### config.mk
export PLATFORM = sky130hd
export DESIGN_NAME = peripheral_comms_mc_flat
export DESIGN_NICKNAME = d
export VERILOG_FILES = /design/src/rtl/peripheral_comms_mc_if.sv /design/src/rtl/peripheral_comms_mc.sv /design/src/flat_wrapper.sv
export SDC_FILE = /design/constraint.sdc
export NUM_CORES = 1
export LEC_CHECK = 0
export CELL_PAD_IN_SITES_DETAIL_PLACEMENT = 0
export CELL_PAD_IN_SITES_GLOBAL_PLACEMENT = 1
export CORE_MARGIN = 5
export CORE_UTILIZATION = 55
export DETAILED_ROUTE_END_ITERATION = 6
export PLACE_DENSITY_LB_ADDON = 0.25
export SLEW_MARGIN = 20
export SYNTH_ARGS = -nofsm -noshare
export SYNTH_HDL_FRONTEND = slang
export SYNTH_SLANG_ARGS = --single-unit
### constraint.sdc
create_clock -name clk -period 13 [get_ports clk]
set_clock_uncertainty 0.2 [all_clocks]
set_input_delay 3.25 -clock clk [delete_from_list [all_inputs] [get_ports clk]]
set_output_delay 3.25 -clock clk [all_outputs]
set_load 0.02 [all_outputs]
### src/rtl/peripheral_comms_mc_if.sv
// J1 I/O-bus port bundle for peripheral_comms_mc: write data, strobes, address and read data.
interface peripheral_comms_mc_if;
    logic [15:0] d_in;
    logic        cs;
    logic [3:0]  addr;
    logic        rd;
    logic        wr;
    logic [15:0] d_out;

    modport master (output d_in, cs, addr, rd, wr, input d_out);
    modport slave  (input d_in, cs, addr, rd, wr, output d_out);
endinterface

### src/rtl/peripheral_comms_mc.sv
// peripheral_comms_mc: NUM_CH FIFO-buffered 8N1 serial transmitters behind one J1 chip-select.
// Define COMMS_PARITY_EN to build CTRL bit2 (even parity bit before stop, 11*DIV frames).
module peripheral_comms_mc #(
    parameter int unsigned CLK_FREQ   = 50000000,
    parameter int unsigned BAUD       = 115200,
    parameter int unsigned NUM_CH     = 2,
    parameter int unsigned FIFO_DEPTH = 16
) (
    input  logic                 clk,
    input  logic                 rst,
    peripheral_comms_mc_if.slave bus,
    output logic [NUM_CH-1:0]    tx,
    output logic [NUM_CH-1:0]    busy
);
    localparam int unsigned AW      = $clog2(FIFO_DEPTH);
    localparam int unsigned PW      = AW + 1;
    localparam logic [15:0] DIV_RST = 16'(CLK_FREQ / BAUD);

    localparam logic [1:0] REG_DATA   = 2'd0;
    localparam logic [1:0] REG_STATUS = 2'd1;
    localparam logic [1:0] REG_CTRL   = 2'd2;
    localparam logic [1:0] REG_DIV    = 2'd3;

    typedef enum logic [2:0] {S_IDLE, S_START, S_DATA, S_PAR, S_STOP} tx_state_e;

    logic [15:0] ch_rdata [4];
    logic        rd_c;
    logic [15:0] d_out_q;

    for (genvar c = 0; c < 4; c++) begin : g_ch
        if (c < NUM_CH) begin : g_on
            logic [7:0]    mem_q [FIFO_DEPTH];
            logic [PW-1:0] wptr_q, wptr_d, rptr_q, rptr_d, cnt_c;
            logic          sel_c, wr_c, st_rd_c, push_c, pop_c, flush_c, ovf_set_c;
            logic          full_c, empty_c, can_start_c, pctl_c;
            logic [15:0]   div_q, div_d, div_m1_c, bcnt_q, bcnt_d;
            logic [7:0]    head_c, sh_q, sh_d;
            logic [2:0]    bidx_q, bidx_d;
            logic          en_q, en_d, ovf_q, ovf_d, tx_q, tx_d, busy_q, busy_d;
            tx_state_e     state_q, state_d;
`ifdef COMMS_PARITY_EN
            logic          pctl_q, pctl_d, pen_q, pen_d, par_q, par_d;
            assign pctl_c = pctl_q;
`else
            assign pctl_c = 1'b0;
`endif

            assign sel_c       = bus.cs && (bus.addr[3:2] == 2'(c));
            assign wr_c        = sel_c && bus.wr;
            assign st_rd_c     = sel_c && bus.rd && !bus.wr && (bus.addr[1:0] == REG_STATUS);
            assign cnt_c       = wptr_q - rptr_q;
            assign empty_c     = (cnt_c == '0);
            assign full_c      = (cnt_c == PW'(FIFO_DEPTH));
            assign head_c      = mem_q[rptr_q[AW-1:0]];
            assign can_start_c = en_q && !empty_c;
            assign div_m1_c    = (div_q == 16'd0) ? 16'd0 : div_q - 16'd1;
            // A byte is popped only when a new frame is launched (from IDLE or the last STOP clock).
            assign pop_c       = can_start_c &&
                                 ((state_q == S_IDLE) || ((state_q == S_STOP) && (bcnt_q == 16'd0)));
            assign flush_c     = wr_c && (bus.addr[1:0] == REG_CTRL) && bus.d_in[1];
            assign push_c      = wr_c && (bus.addr[1:0] == REG_DATA) && (!full_c || pop_c);
            assign ovf_set_c   = wr_c && (bus.addr[1:0] == REG_DATA) && full_c && !pop_c;

            // Serial framer: bit period reloads from DIV at every bit boundary.
            always_comb begin
                state_d = state_q;
                bcnt_d  = bcnt_q - 16'd1;
                sh_d    = sh_q;
                bidx_d  = bidx_q;
                tx_d    = tx_q;
`ifdef COMMS_PARITY_EN
                pen_d   = pen_q;
                par_d   = par_q;
`endif
                case (state_q)
                    S_IDLE: begin
                        bcnt_d = bcnt_q;
                        tx_d   = 1'b1;
                    end
                    S_START: if (bcnt_q == 16'd0) begin
                        state_d = S_DATA;
                        tx_d    = sh_q[0];
                        sh_d    = {1'b0, sh_q[7:1]};
                        bidx_d  = 3'd0;
                        bcnt_d  = div_m1_c;
                    end
                    S_DATA: if (bcnt_q == 16'd0) begin
                        bcnt_d = div_m1_c;
                        if (bidx_q == 3'd7) begin
                            state_d = S_STOP;
                            tx_d    = 1'b1;
`ifdef COMMS_PARITY_EN
                            if (pen_q) begin
                                state_d = S_PAR;
                                tx_d    = par_q;
                            end
`endif
                        end else begin
                            tx_d   = sh_q[0];
                            sh_d   = {1'b0, sh_q[7:1]};
                            bidx_d = bidx_q + 3'd1;
                        end
                    end
                    S_PAR: if (bcnt_q == 16'd0) begin
                        state_d = S_STOP;
                        tx_d    = 1'b1;
                        bcnt_d  = div_m1_c;
                    end
                    S_STOP: if (bcnt_q == 16'd0) begin
                        state_d = S_IDLE;
                        tx_d    = 1'b1;
                        bcnt_d  = 16'd0;
                    end
                    default: state_d = S_IDLE;
                endcase
                if (pop_c) begin
                    state_d = S_START;
                    sh_d    = head_c;
                    tx_d    = 1'b0;
                    bcnt_d  = div_m1_c;
`ifdef COMMS_PARITY_EN
                    pen_d   = pctl_q;
                    par_d   = ^head_c;
`endif
                end
            end

            always_comb begin
                wptr_d = push_c ? wptr_q + PW'(1) : wptr_q;
                rptr_d = flush_c ? wptr_q : (pop_c ? rptr_q + PW'(1) : rptr_q);
                en_d   = en_q;
                div_d  = div_q;
`ifdef COMMS_PARITY_EN
                pctl_d = pctl_q;
`endif
                if (wr_c && (bus.addr[1:0] == REG_CTRL)) begin
                    en_d   = bus.d_in[0];
`ifdef COMMS_PARITY_EN
                    pctl_d = bus.d_in[2];
`endif
                end
                if (wr_c && (bus.addr[1:0] == REG_DIV)) div_d = bus.d_in;
                ovf_d  = ovf_set_c ? 1'b1 : (st_rd_c ? 1'b0 : ovf_q);
                busy_d = (state_d != S_IDLE) || (wptr_d != rptr_d);
            end

            always_ff @(posedge clk or negedge rst) begin
                if (!rst) begin
                    state_q <= S_IDLE;
                    wptr_q  <= '0;
                    rptr_q  <= '0;
                    bcnt_q  <= '0;
                    sh_q    <= '0;
                    bidx_q  <= '0;
                    tx_q    <= 1'b1;
                    busy_q  <= 1'b0;
                    en_q    <= 1'b1;
                    ovf_q   <= 1'b0;
                    div_q   <= DIV_RST;
`ifdef COMMS_PARITY_EN
                    pctl_q  <= 1'b0;
                    pen_q   <= 1'b0;
                    par_q   <= 1'b0;
`endif
                end else begin
                    state_q <= state_d;
                    wptr_q  <= wptr_d;
                    rptr_q  <= rptr_d;
                    bcnt_q  <= bcnt_d;
                    sh_q    <= sh_d;
                    bidx_q  <= bidx_d;
                    tx_q    <= tx_d;
                    busy_q  <= busy_d;
                    en_q    <= en_d;
                    ovf_q   <= ovf_d;
                    div_q   <= div_d;
`ifdef COMMS_PARITY_EN
                    pctl_q  <= pctl_d;
                    pen_q   <= pen_d;
                    par_q   <= par_d;
`endif
                end
            end

            always_ff @(posedge clk) begin
                if (push_c) mem_q[wptr_q[AW-1:0]] <= bus.d_in[7:0];
            end

            always_comb begin
                case (bus.addr[1:0])
                    REG_STATUS: ch_rdata[c] = {8'(cnt_c), 4'b0, ovf_q, full_c, empty_c, busy_q};
                    REG_CTRL:   ch_rdata[c] = {13'b0, pctl_c, 1'b0, en_q};
                    REG_DIV:    ch_rdata[c] = div_q;
                    default:    ch_rdata[c] = 16'h0000;
                endcase
            end

            assign tx[c]   = tx_q;
            assign busy[c] = busy_q;
        end else begin : g_off
            assign ch_rdata[c] = 16'h0000;
        end
    end

    assign rd_c = bus.cs && bus.rd && !bus.wr;

    always_ff @(posedge clk or negedge rst) begin
        if (!rst)      d_out_q <= '0;
        else if (rd_c) d_out_q <= ch_rdata[bus.addr[3:2]];
    end

    assign bus.d_out = d_out_q;
endmodule
### src/flat_wrapper.sv
// flat-port wrapper written by rule: the top's interface ports become plain ports
module peripheral_comms_mc_flat 
#(
    parameter int unsigned CLK_FREQ   = 50000000,
    parameter int unsigned BAUD       = 115200,
    parameter int unsigned NUM_CH     = 2,
    parameter int unsigned FIFO_DEPTH = 16
)
  (clk, rst, tx, busy, bus_d_in, bus_cs, bus_addr, bus_rd, bus_wr, bus_d_out);
  peripheral_comms_mc_if bus_i ();
  input  logic clk;
  input  logic rst;
  output logic [NUM_CH-1:0] tx;
  output logic [NUM_CH-1:0] busy;
  input wire logic [$bits(bus_i.d_in)-1:0] bus_d_in;
  input wire logic [$bits(bus_i.cs)-1:0] bus_cs;
  input wire logic [$bits(bus_i.addr)-1:0] bus_addr;
  input wire logic [$bits(bus_i.rd)-1:0] bus_rd;
  input wire logic [$bits(bus_i.wr)-1:0] bus_wr;
  output wire logic [$bits(bus_i.d_out)-1:0] bus_d_out;
  assign bus_i.d_in = bus_d_in;
  assign bus_i.cs = bus_cs;
  assign bus_i.addr = bus_addr;
  assign bus_i.rd = bus_rd;
  assign bus_i.wr = bus_wr;
  assign bus_d_out = bus_i.d_out;
  peripheral_comms_mc #(.CLK_FREQ(CLK_FREQ), .BAUD(BAUD), .NUM_CH(NUM_CH), .FIFO_DEPTH(FIFO_DEPTH)) u_core (.clk(clk), .rst(rst), .bus(bus_i), .tx(tx), .busy(busy));
endmodule
==> flow_summary.ini, run 1 <==
[yosys]
syn-instance-count = 1302
synthesis.area_um2 = 18200
ys_warn_count = 0
yosys_most_used_dff = edfxtp_1
synth_cell_types = 82
syn-num-nets = 1357
async_flop_share_pct = 34.7
synth_area_per_cell_um2 = 13.9
synth-edff-count = 256
synth_seq_cells = 392
seq_area_frac_synth_pct = 61.2

[place]
port-buffer-count = 44
place_inst = 1748
gp_routability_congestion = 0.851
dp_hpwl_um = 27200

[cells_and_area]
nNetsFinal = 1404
diodes = 0
syn2layout_area_growth_pct = 12.7
final_layout_size_suffix_gt1_share_pct = 17.9
num-fill-cells = 2459
stdcell_count = 1823

[floorplanning]
core_um2 = 32500
die_y_um = 192
die-area_um2 = 36800
fp.dieW_um = 192
std_cell_rows = 66
initial_core_util_pct = 55.8
io_pins = 45

[run_status]
status = completed

[clocking]
numClockSinks = 392
cts-htree-levels = 2
clockBufferDepth = 3
holdBufCountCts = 0
clk_latency_ns = 0.53
post_cts_buffers = 0
path_clk_slew_ns = 0.06
cts_tree = yes
numCtsBuffers = 41
cts_resized = 0
clock-root-buffer = clkbuf_16

[worst_setup_path]
worstPathMaxFanout = 22
crit_end = u_core.g_ch[0].g_on.mem_q[0][2]
reg2regPathDepth = 9
cp_slowest_cell = nor3_1
crit_path_start_kind = input pin
path_cells = clkdlybuf4s50_1 -> buf_4 -> nand4bb_1 -> or3_1 -> nor2_1 -> nand2_1 -> nor3_1
worstPathArrival_ns = 6.26
r2r-start = u_core.g_ch[1].g_on.rptr_q[0]
rrSetupSlack_ns = 8.43
end_kind = register
startpoint = bus_addr[2]
required_ns = 12.94
r2r-end = u_core.g_ch[1].g_on.mem_q[0][6]
crit_type = input pin to register
cp_slowest_stage_delay_ns = 0.80

[sta]
period_minus_slack_ns = 6.32
hold_violations = 0
fmax_mhz = 158
rsz0062_at_grt = no
tns_ns = 0
slew_headroom_pct = 29.2
finalCritPeriodShare_pct = 48.6
final-max-slew-violation-count = 0
tightest_slew_ns = 1.06
finalSetupViolCount = 0

[grt]
antenna_found_initial = 0
grt_max_degree = 84
grt-ovfl-total = 0
grt_usage_pct = 23.4
met3_usage_pct = 3.93
met1_usage_pct = 34.9
grt_pass1_vias = 11205
grt-busiest-layer = met2
met2_usage_pct = 36.9
grt_pass1_wl_um = 66100

[routing]
vias_per_cell = 6.18
num_vias = 11270
final_antenna_net_count = 0
dr.pass1.iters = 5
wl_um = 42200
post_drt_wl_per_cell_um = 23.2
drc_errors = 0
drt_iter0_markers = 796

[power]
p_leak_uw = 0.00732
p_per_area_nw_per_um2 = 203
vdd_drop_max_mv = 0.107

[flow_run]
maxCapViolCount = 0

[hold_path]
holdCritPathClass = register to register
-- critical path, delay by kind of cell --
kind | cells | cell delay (ns)
AND/OR/NAND/NOR | 5 | 2.36
buffers and inverters | 2 | 0.65
-- routing by layer --
metal / wire [µm] / part of all wire [%] / vias up
met2: 20000 / 47 / 408
met5: 0 / 0 / -
met1: 18500 / 44 / 5674
met3: 2860 / 6.8 / 61
li1: - / - / 5127
met4: 842 / 2.0 / 0
-- where the power goes --
part	switching, µW	leakage (µW)	internal (µW)
Clock	484	0.000677	739
Combinational	693	0.00264	596
Sequential	177	0.00399	1470
-- state kept, by name, indices dropped and copies added (netlist names), 6 cells and up --
register	cells
u_core.g_ch.g_on.rptr_q	10
u_core.g_ch.g_on.bidx_q	6
u_core.g_ch.g_on.wptr_q	10
u_core.g_ch.g_on.bcnt_q	32
u_core.g_ch.g_on.div_q	32
u_core.bus.d_out	16
u_core.g_ch.g_on.mem_q	256
u_core.g_ch.g_on.sh_q	16
u_core.g_ch.g_on.state_q	6
-- Yosys cell counts, types with 8 or more instances --
library cell  number  area (µm²)
a211o_1            8        70.1
edfxtp_1         256        7690
nand2b_1          11        68.8
a22oi_1           11        82.6
a221o_1           10         100
inv_1             31         116
nor3_1            46         230
dfstp_2           14         368
mux4_2            82        1850
mux2i_1           15         150
o22ai_1           11        68.8
xnor2_1           40         350
nand4_1            8        50.1
nor2_1           100         375
dfrtp_1          122        3050
buf_1             11        41.3
mux2_2            33         372
nand3_1           20         100
o21ai_0           69         345
ha_1              28         350
xor2_1            14         123
or3_1             10        62.6
nor4_1            16         100
nand2_1          112         420
clkbuf_1          36         135
a21oi_1           31         155
-- cell usage in the layout, fill, tap and decap left out, drive strengths merged, types with 34 or more instances in the layout --
cell,synthesis,final
nand2,113,113
xnor2,40,40
mux4,82,82
clkdlybuf4s50,0,40
dfrtp,122,122
clkbuf,36,45
inv,32,34
edfxtp,256,256
nor2,100,100
nor3,47,47
o21ai,74,74
-- metrics by stage --
stage / hold WS, ns / setup WS [ns] / power, µW / instance area (µm²) / util, %
finish: 0.257 / 6.68 / 4160 / 20500 / 62.9
global route: 0.299 / 6.48 / 4390 / 20500 / 62.9
floorplan: 0.233 / 7.48 / 2600 / 18200 / -
global placement: 0.246 / 6.23 / 2940 / 19000 / 58.5
detailed placement: 0.253 / 6.18 / 2960 / 19000 / 58.5
CTS: 0.264 / 6.64 / 4190 / 20400 / 62.8
-- logic make-up (layout without fill, tap and decap cells) --
logic type               count (synthesis)  in the layout  synth area share (%)
AO/OA/AOI/OAI                          227            227                  8.74
XOR/XNOR                                55             55                  2.73
adder cells (fa/ha/maj)                 30             30                  2.15
buffers and inverters                   88            167                  1.94
flip-flops                             392            392                  61.2
multiplexers                           130            130                  13.0
AND/OR/NAND/NOR                        380            380                  10.2
-- worst min path at each step --
stage	startpoint	end	slack (ns)	cells after the start
floorplan	u_core.g_ch[0].g_on.sh_q[0]	u_core.g_ch[0].g_on.sh_q[0]	0.23	2
global placement	u_core.g_ch[0].g_on.sh_q[0]	u_core.g_ch[0].g_on.sh_q[0]	0.25	2
detailed placement	u_core.g_ch[0].g_on.sh_q[0]	u_core.g_ch[0].g_on.sh_q[0]	0.25	2
CTS	u_core.g_ch[1].g_on.tx_q	u_core.g_ch[1].g_on.tx_q	0.26	2
global route	u_core.g_ch[0].g_on.sh_q[2]	u_core.g_ch[0].g_on.sh_q[2]	0.30	2
finish	u_core.g_ch[0].g_on.sh_q[0]	u_core.g_ch[0].g_on.sh_q[0]	0.26	2
-- area by class of cell --
type	instances	area (µm²)	area share, %
Multi-Input combinational cell	822	6730	32.9
Clock buffer	45	1040	5.09
Tap cell	442	553	2.70
Inverter	32	120	0.587
Clock inverter	30	362	1.77
Sequential cell	392	11100	54.3
Timing Repair Buffer	60	547	2.67
No activity file was read; power rests on OpenSTA's default activity.
==> inputs of run 2 (changes only) <==
Settings changed: CORE_UTILIZATION 55 to 52.
Clock period 13 ns to 6.05 ns, I/O delays scaled along.
==> flow_summary.ini, run 2 (synthesis results as in run 1) <==
[clocking]
post_cts_buffers = 0
cts_tree = yes
path_clk_slew_ns = 0.05
cts-htree-levels = 2
holdBufCountCts = 0
clockBufferDepth = 3
clock-root-buffer = clkbuf_16
numCtsBuffers = 43
clk_latency_ns = 0.55
cts_resized = 0
numClockSinks = 392

[routing]
vias_per_cell = 6.13
wl_um = 43400
post_drt_wl_per_cell_um = 23.5
final_antenna_net_count = 0
drc_errors = 0
dr.pass1.iters = 7
num_vias = 11312
drt_iter0_markers = 823

[floorplanning]
die-area_um2 = 38800
std_cell_rows = 68
io_pins = 45
core_um2 = 34500
die_y_um = 197
initial_core_util_pct = 52.6
fp.dieW_um = 197

[cells_and_area]
largest_reg_flops = 256
nNetsFinal = 1412
fin_util_pct = 59.4
mostFrequentLayoutCell = edfxtp_1
syn2layout_area_growth_pct = 13.0
final_layout_size_suffix_gt1_share_pct = 18.2
num-fill-cells = 2685
final_cell_mix = edfxtp_1, dfrtp_1, nand2_1
diodes = 0

[sta]
rsz0062_at_grt = no
period_minus_slack_ns = 4.25
slew_headroom_pct = 27.5
hold_violations = 0
finalCritPeriodShare_pct = 70.3
fmax_mhz = 235
final-max-slew-violation-count = 0
tightest_slew_ns = 1.08
hold_ws_ns = 0.257
tns_ns = 0
finalSetupViolCount = 0

[hold_path]
holdCritPathClass = register to register

[worst_setup_path]
end_kind = register
worstPathMaxFanout = 9
required_ns = 6.03
crit_type = input pin to register
worstPathArrival_ns = 4.23
crit_path_start_kind = input pin

[grt]
grt_usage_pct = 22.6
antenna_found_initial = 0
grt_pass1_vias = 11427
grt_pass1_wl_um = 68200
grt-ovfl-total = 0
grt_max_degree = 100

[place]
gp_routability_congestion = 0.869
dp_hpwl_um = 28200
port-buffer-count = 44

[power]
p_per_area_nw_per_um2 = 437
p_leak_uw = 0.00736
power_uw = 8960
vdd_drop_max_mv = 0.262

[run_status]
status = completed

[flow_run]
maxCapViolCount = 0
==> run 2: changes by cell type in the layout (fill, tap and decap cells not counted), sizes merged <==
cell / delta
clkinv: +6
clkbuf: +5
clkdlybuf4s50: -1
inv: -2
buf: +7
bufinv: -3
clkinvlp: -2
==> run 2: where the power goes <==
group,leakage (µW),internal [µW],switching (µW),total (µW)
sequential,0.00399,3160,384,3550
clock,0.000708,1580,1070,2640
combinational,0.00266,1270,1500,2770
==> run 2: path summary, 6_finish.rpt <==
| check | from | endpoint | slack (ns) | depth (start not counted) |
|---|---|---|---|---|
| hold / removal | u_core.g_ch[1].g_on.tx_q | u_core.g_ch[1].g_on.tx_q | 0.26 | 2 |
| hold reg to reg | u_core.g_ch[1].g_on.tx_q | u_core.g_ch[1].g_on.tx_q | 0.26 | 2 |
| min in group asynchronous | rst | u_core.g_ch[0].g_on.bcnt_q[12] | 0.88 | 1 |
| max in group asynchronous | rst | u_core.g_ch[1].g_on.div_q[7] | 3.59 | 2 |
| setup reg to reg | u_core.g_ch[0].g_on.bcnt_q[0] | u_core.g_ch[0].g_on.mem_q[13][5] | 1.85 | 9 |
| setup / recovery | bus_addr[2] | u_core.g_ch[0].g_on.mem_q[13][5] | 1.80 | 6 |
==> run 2: stage by stage <==
step	cells	worst slack, ns	instance area, µm²
floorplan	1302	1.84	18200
global placement	1767	1.34	19100
detailed placement	1767	1.18	19100
CTS	1846	1.79	20500
global route	1846	1.38	20500
finish	1846	1.80	20500
==> run 2: routing by layer <==
metal  global-route usage, %  wire (µm)  up-vias
met5                       0          0        -
met2                    36.7      21000      348
li1                        -          -     5137
met1                    33.1      19200     5776
met4                    4.70        732        0
met3                    3.25       2420       51
==> run 2: worst max-delay path, cell delays in order <==
cell and delay (ns):
clkdlybuf4s50_1 0.53, nand4bb_1 0.34, or3_1 0.44, nor2_1 0.51, nand2_1 0.28, nor2_1 0.61
==> run 2: area by class of cell <==
cell class	count	area [µm²]	share of cell area, %
sequential	392	11100	54.1
multi-input combinational	822	6700	32.6
clock buffer	50	1150	5.61
timing repair buffer	66	587	2.86
tap	455	569	2.77
clock inverter	29	285	1.39
inverter	32	120	0.585
==> inputs of run 3 (changes only) <==
Settings changed: CORE_UTILIZATION 52 to 47.
Clock period 6.05 ns to 3.7 ns, I/O delays scaled along.
==> flow_summary.ini, run 3 (synthesis results as in run 1) <==
[cells_and_area]
syn2layout_area_growth_pct = 17.4
final_cell_mix = edfxtp_1, dfrtp_1, nand2_1
final_cell_area_um2 = 21300
mostFrequentLayoutCell = edfxtp_1
nNetsFinal = 1493
final_layout_size_suffix_gt1_share_pct = 22.6
largest_reg_flops = 256
stdcell_count = 1989
diodes = 0

[routing]
final_antenna_net_count = 0
vias_per_cell = 5.79
wl_um = 44200
num_vias = 11512
dr.pass1.iters = 5
drt_iter0_markers = 1000
post_drt_wl_per_cell_um = 22.2
drc_errors = 0

[grt]
grt_usage_pct = 21.0
grt-busiest-layer = met2
grt_pass1_vias = 11564
met3_usage_pct = 2.81
grt_pass1_wl_um = 68400
grt_max_degree = 80
grt-ovfl-total = 0
antenna_found_initial = 1
met2_usage_pct = 34.9
met1_usage_pct = 29.2

[clocking]
cts_tree = yes
cts-htree-levels = 2
path_clk_slew_ns = 0.06
clock-root-buffer = clkbuf_16
numCtsBuffers = 44
holdBufCountCts = 0
clk_latency_ns = 0.58
numClockSinks = 392
clockBufferDepth = 3

[sta]
fmax_mhz = 284
tns_ns = 0
final-max-slew-violation-count = 0
finalCritPeriodShare_pct = 95.0
slew_headroom_pct = 38.0
period_minus_slack_ns = 3.52
setup_slack_ns = 0.184
finalSetupViolCount = 0
hold_violations = 0
tightest_slew_ns = 0.926

[power]
power_frac_comb_pct = 33.0
p_clk_share_pct = 29.4
p_per_area_nw_per_um2 = 706
p_leak_uw = 0.00779
switching_share_pct = 32.9
p_seq_share_pct = 37.7
p_int_uw = 10100
vdd_drop_max_mv = 0.333
p_switching_uw = 4950

[place]
gp_routability_congestion = 0.854
placed_cell_area_um2 = 19800
place_inst = 1909
port-buffer-count = 44
pre_cts_ws_ns = -0.0546
dp_hpwl_um = 29200

[worst_setup_path]
crit_type = register to register
required_ns = 3.92
worstPathArrival_ns = 3.74
crit_path_start_kind = register
worstPathMaxFanout = 6
end_kind = register

[run_status]
status = completed

[floorplanning]
die-area_um2 = 42700
std_cell_rows = 72
fp.dieW_um = 207
die_y_um = 207
io_pins = 45
core_um2 = 38500
initial_core_util_pct = 47.2

[hold_path]
holdCritPathClass = input pin to async pin

[flow_run]
maxCapViolCount = 0
[run 3: cell type report]
cell class	count	area, µm²
repair buffers	146	1210
well taps	518	648
fillers	3140	17200
inverters	32	120
flip-flops and latches	392	11100
clock inverters	24	310
clock buffers	55	1160
multi-input cells	822	6760
[run 3: final timing paths]
check                      slack (ns)  cells past startpoint                             end                     startpoint
max                              0.18                     11      u_core.g_ch[0].g_on.busy_q  u_core.g_ch[0].g_on.rptr_q[0]
min                              0.18                      1  u_core.g_ch[0].g_on.bcnt_q[10]                            rst
max reg2reg                      0.18                     11      u_core.g_ch[0].g_on.busy_q  u_core.g_ch[0].g_on.rptr_q[0]
min reg2reg                      0.26                      2        u_core.g_ch[1].g_on.tx_q       u_core.g_ch[1].g_on.tx_q
max in group asynchronous        2.16                      2    u_core.g_ch[1].g_on.div_q[7]                            rst
min in group clk                 0.26                      2        u_core.g_ch[1].g_on.tx_q       u_core.g_ch[1].g_on.tx_q
[run 3: worst max-delay path, cell delays in order (launching register included)]
cell,delay [ns]
dfrtp_2,0.40
ha_1,0.22
fa_1,0.43
xor2_2,0.21
nand3_2,0.13
nand4b_1,0.28
a2111oi_4,0.45
nor2_1,0.16
buf_4,0.18
or4_1,0.51
o211ai_1,0.10
nand4_1,0.11
[run 3: timing repair]
item | in CTS | in global routing
buffers inserted | 0 | 1
endpoints found under the setup margin | 1 | 15
gates resized for setup | 1 | 4
pin swaps | 0 | 1
[run 3: power by group through the flow]
stage | clock network (µW) | logic (µW) | registers [µW]
2_1_floorplan | 0 | 3520 | 5630
3_3_place_gp | 0 | 4880 | 5730
3_5_place_dp | 0 | 4930 | 5740
4_1_cts | 4510 | 4960 | 5660
5_1_grt | 4730 | 5460 | 5730
6_report | 4420 | 4960 | 5670
[run 3: routing by layer]
layer | up-vias | routed length, µm
met5 | - | 13
met3 | 67 | 2090
met2 | 290 | 21600
met4 | 2 | 1130
met1 | 5849 | 19400
li1 | 5304 | -
[run 3: metrics by stage]
step                      util (%)  total power [µW]  hold WS (ns)
after floorplan                  -              9150         0.233
after global placement        51.5             10600         0.249
after detailed placement      51.5             10700         0.254
after CTS                     55.3             15100         0.226
after global routing          55.4             15900         0.244
final                         55.4             15000         0.183
